<file path="config.mk">
export PLATFORM = sky130hd
export DESIGN_NAME = pipe_ctrl
export DESIGN_NICKNAME = d
export VERILOG_FILES = /design/src/rtl/pipe_ctrl.sv
export SDC_FILE = /design/constraint.sdc
export NUM_CORES = 1
export LEC_CHECK = 0
export ABC_AREA = 1
export ABC_CLOCK_PERIOD_IN_PS = 4300
export BUFFER_PORTS_ARGS = -buffer_cell sky130_fd_sc_hd__buf_2
export CELL_PAD_IN_SITES_DETAIL_PLACEMENT = 1
export CELL_PAD_IN_SITES_GLOBAL_PLACEMENT = 1
export CORE_MARGIN = 2
export CORE_UTILIZATION = 36
export CTS_BUF_LIST = sky130_fd_sc_hd__clkbuf_4
export CTS_CLUSTER_DIAMETER = 50
export DETAILED_ROUTE_END_ITERATION = 8
export PLACE_DENSITY_LB_ADDON = 0.08
export SLEW_MARGIN = 10
export SYNTH_ARGS = -nofsm -noshare
export SYNTH_HDL_FRONTEND = slang
export SYNTH_SLANG_ARGS = --single-unit
</file>
<file path="constraint.sdc">
create_clock -name clk -period 4.3 [get_ports clk]
set_clock_uncertainty 0.2 [all_clocks]
set_input_delay 0.645 -clock clk [delete_from_list [all_inputs] [get_ports clk]]
set_output_delay 0.645 -clock clk [all_outputs]
set_load 0.005 [all_outputs]
</file>
<file path="src/rtl/pipe_ctrl.sv">
// Pipeline sequencer for the 5-stage core: per-stage stall/flush control,
// hazard arbitration (mem wait, multi-cycle EX, branch, load-use) and stall counting.
module pipe_ctrl #(
  parameter int MC_LAT = 32,
  parameter int CNT_W  = 6
) (
  input  logic        clk,
  input  logic        rst,
  input  logic        i_mem_busy,
  input  logic        i_ex_mc_start,
  input  logic        i_ex_branch,
  input  logic [31:0] i_ex_target,
  input  logic        i_id_load_use,
  output logic [5:0]  o_stall,
  output logic        o_flush,
  output logic        o_pc_load,
  output logic [31:0] o_pc_target,
  output logic        o_mc_done,
  output logic [31:0] o_stall_cnt
);

  localparam logic S_RUN    = 1'b0;
  localparam logic S_MCWAIT = 1'b1;

  localparam logic [5:0] STALL_MEM  = 6'b011111;
  localparam logic [5:0] STALL_EX   = 6'b001111;
  localparam logic [5:0] STALL_LU   = 6'b000111;
  localparam logic [5:0] STALL_NONE = 6'b000000;

  // The start cycle already counts as one stall cycle, so MCWAIT loads MC_LAT-1.
  localparam logic [CNT_W-1:0] CNT_INIT = CNT_W'(MC_LAT - 1);

  logic             state;
  logic             state_nxt;
  logic [CNT_W-1:0] cnt;
  logic [CNT_W-1:0] cnt_nxt;
  logic [31:0]      stall_cnt;

  always_comb begin
    o_stall     = STALL_NONE;
    o_flush     = 1'b0;
    o_pc_load   = 1'b0;
    o_pc_target = 32'h0;
    o_mc_done   = 1'b0;
    state_nxt   = state;
    cnt_nxt     = cnt;

    if (rst) begin
      state_nxt = S_RUN;
      cnt_nxt   = '0;
    end else begin
      case (state)
        S_RUN: begin
          if (i_mem_busy) begin
            o_stall = STALL_MEM;
          end else if (i_ex_mc_start) begin
            o_stall   = STALL_EX;
            state_nxt = S_MCWAIT;
            cnt_nxt   = CNT_INIT;
          end else if (i_ex_branch) begin
            o_flush     = 1'b1;
            o_pc_load   = 1'b1;
            o_pc_target = i_ex_target;
          end else if (i_id_load_use) begin
            o_stall = STALL_LU;
          end
        end
        S_MCWAIT: begin
          // The mul/div unit keeps counting even while MEM is held.
          if (cnt != '0) begin
            o_stall = i_mem_busy ? STALL_MEM : STALL_EX;
            cnt_nxt = cnt - CNT_W'(1);
          end else if (i_mem_busy) begin
            o_stall = STALL_MEM;
          end else begin
            o_mc_done = 1'b1;
            state_nxt = S_RUN;
          end
        end
        default: begin
          state_nxt = S_RUN;
          cnt_nxt   = '0;
        end
      endcase
    end
  end

  always_ff @(posedge clk) begin
    if (rst) begin
      state     <= S_RUN;
      cnt       <= '0;
      stall_cnt <= 32'h0;
    end else begin
      state <= state_nxt;
      cnt   <= cnt_nxt;
      if (|o_stall) begin
        stall_cnt <= stall_cnt + 32'd1;
      end
    end
  end

  assign o_stall_cnt = stall_cnt;

endmodule

</file>
==> flow_summary.yaml <==
cts:
  h-tree-depth: 2
  clock_sinks: 39
  cts_tree: "done"
  clk_path_buf_depth: 2
  cts_setup_buffers: 0
  clk_pin_slew_ns: 0.12
  hold_buffers: 0
  post_cts_resized: 0
  worst_skew_pair.late_latency_ns: 0.35
  cts_buffers: 5
  root_buffer: "clkbuf_4"
timing:
  maxSlewHeadroom_pct: 53.8
  tightest_slew_ns: 0.692
  hold_viol_final: 0
  setup_viol: 0
  fin_crit_sh_pct: 74.1
  maxSlewViolCount: 0
  grt_setup_unrepaired: "false"
  finalWorstSetupSlack_ns: 1.12
  fmax_mhz: 314
  setup-tns-final_ns: 0
  fin_crit_ns: 3.18
global_route:
  grt_pass1_wl_mm: 15.2
  grt_start_max_net_pins: 34
  grt_usage_pct: 21.8
  overflow: 0
  grt_pass1_vias: 3439
  antenna_found_initial: 0
place:
  dpl.hpwl_mm: 7.19
  pre_cts_ws_ns: 1.07
  io_buffers: 109
  dp.cells: 677
  place_area_mm2: 0.00338
  gp_congestion: 0.813
cells_and_area:
  finalNetCount: 622
  drive_above_1_share_pct: 26.8
  stdcell_area_mm2: 0.00344
  fin_util_pct: 44.9
  final_cells: 685
  areaGrowthSynthToFinish_pct: 22.2
  diodes: 0
pwr:
  leakage_nw: 1.62
  seq_power_share_pct: 52.2
  swShare_pct: 33.3
  clockPowerShare_pct: 26.9
  ir_drop_mv: 0.104
  p_sw_w: 0.000249
  comb_power_share_pct: 21.0
  p_per_area_mw_per_mm2: 218
  p_int_w: 0.000499
synth:
  ys_top_cells_by_count: "132 x nand2_1, 99 x nor2_1, 72 x inv_1"
  ys_seq_area_share_pct: 27.8
  synth_top_area_cell: "dfxtp_1"
  synth_cells: 480
  syn-cell-area_mm2: 0.00281
  synthArstFlopShare_pct: 0
  synth.top_cell.area_share_pct: 27.8
  synth_cell_types: 33
  yosys-top-cells-area: "dfxtp_1 28%, nand2_1 18%, nor2_1 13%"
  synth.most_common_cell: "nand2_1"
  synth_edf_count: 0
  syn_nets: 520
  ys_ff_latch: 39
  ys_warn_count: 0
  synthFlopType: "dfxtp_1"
  synth.avg_cell_area_um2: 5.86
setup_path:
  required_ns: 3.45
  crit_family: "buffers and inverters"
  crit_slowest_cell: "inv_1"
  r2r_end: "o_stall_cnt[16]"
  max_stage_delay_ns: 0.48
  path_cells: "buf_2 > inv_1 > nand4_1 > buf_4 > inv_1 > buf_2"
  rr_startpoint: "cnt[0]"
  r2r_cells: 12
  cp_max_fo: 33
  critPathLaunch: "rst"
  criticalPathCategory: "in2out"
  start_kind: "primary input"
  worst-path-buf-inv: 5
  rrSetupSlack_ns: 2.07
  end_kind: "primary output"
  crit_arrival_ns: 2.34
floorplanning:
  core-area_mm2: 0.00765
  dieArea_mm2: 0.00854
  initial_core_util_pct: 36.8
  die_h_um: 92.4
  num_rows: 32
  ios: 111
  die_x_um: 92.4
route:
  vias_per_cell: 4.75
  num_vias: 3255
  wire_per_inst_um: 12.9
  drc: 0
  drt_iter0_drc: 56
  ant_nets: 0
  firstDrtPassIters: 4
  routed_wl_mm: 8.86
worst_hold_path:
  min_from: "cnt[5]"
  holdPathStages: 2
  hold_class: "reg2reg"
  hold-path-endpoint: "cnt[5]"
run_status:
  status: "completed"
job:
  maxCapViolCount: 0
## power groups by stage
stage,logic (W),clock network (W),registers [W]
floorplan,0.000116,0,0.000395
global placement,0.000152,0,0.000398
detailed placement,0.000159,0,0.000398
CTS,0.000160,0.000209,0.000390
global route,0.000182,0.000221,0.000393
finish,0.000157,0.000201,0.000390
## metal layers
layer	vias up	share of wire [%]	global-route usage (%)
met5	-	0	0
met4	0	1.2	4.48
met3	9	6.2	4.88
met2	96	50	41.8
met1	1489	42	24.4
li1	1661	-	-
## per-stage QoR
stage | power [W] | hold slack, ns
3_5_place_dp | 0.000557 | 0.292
3_3_place_gp | 0.000550 | 0.272
5_1_grt | 0.000797 | 0.332
6_report | 0.000748 | 0.307
4_1_cts | 0.000759 | 0.311
2_1_floorplan | 0.000511 | 0.258
## registers in the layout, indices dropped and copies added, names as in the netlist
signal,flops
o_stall_cnt,32
cnt,6
state,1
## placed cells by master (no fill, tap or decap)
cell type,instances
dfxtp_1,39
nor2_1,99
nand3_1,26
a31oi_1,1
nand3b_1,1
and3_1,1
ha_1,2
a21oi_1,19
nor2_4,2
clkinv_2,1
nand2_1,132
buf_2,109
o21ai_1,4
clkbuf_4,6
xnor2_1,2
nand2_4,1
nor3_1,4
nand4_1,5
clkinvlp_4,1
nand2_2,10
inv_1,72
xor2_1,5
nor2_8,1
buf_4,2
nor3_2,1
conb_1,1
o21ai_0,12
clkinv_1,1
a21oi_2,8
inv_4,1
nor2_2,10
a211oi_1,1
nand3_2,3
## tightest hold or removal path, cell delays in order (launching register included)
cell	delay, ns
dfxtp_1	0.35
nand2_1	0.07
a21oi_1	0.06
## final cells by class
cell class	count	area (um^2)
clock buffer	6	45.0
clock inverter	2	12.5
fill	1118	4210
inverter	74	280
multi-input combinational	351	1630
sequential	39	781
tap	102	128
timing repair buffer	111	561
## cells by family after synthesis
family	after synthesis	synth area share, %
buffers and inverters	90	14.3
and+or+nand+nor	296	45.6
other	1	0.133
AOI/OAI and AO/OA	45	9.21
DFF	39	27.8
xor gates and xnor gates	7	2.18
adders and majority gates	2	0.890
## worst max-delay path by stage
stage | slack (ns) | endpoint | cells after the start
floorplan | 1.94 | o_stall[1] | 7
global placement | 1.13 | o_pc_load | 6
detailed placement | 1.07 | o_pc_load | 6
CTS | 1.06 | o_pc_load | 6
global route | 0.91 | o_pc_target[24] | 6
finish | 1.12 | o_flush | 6
Note: power is estimated with default switching activity, not from simulation.
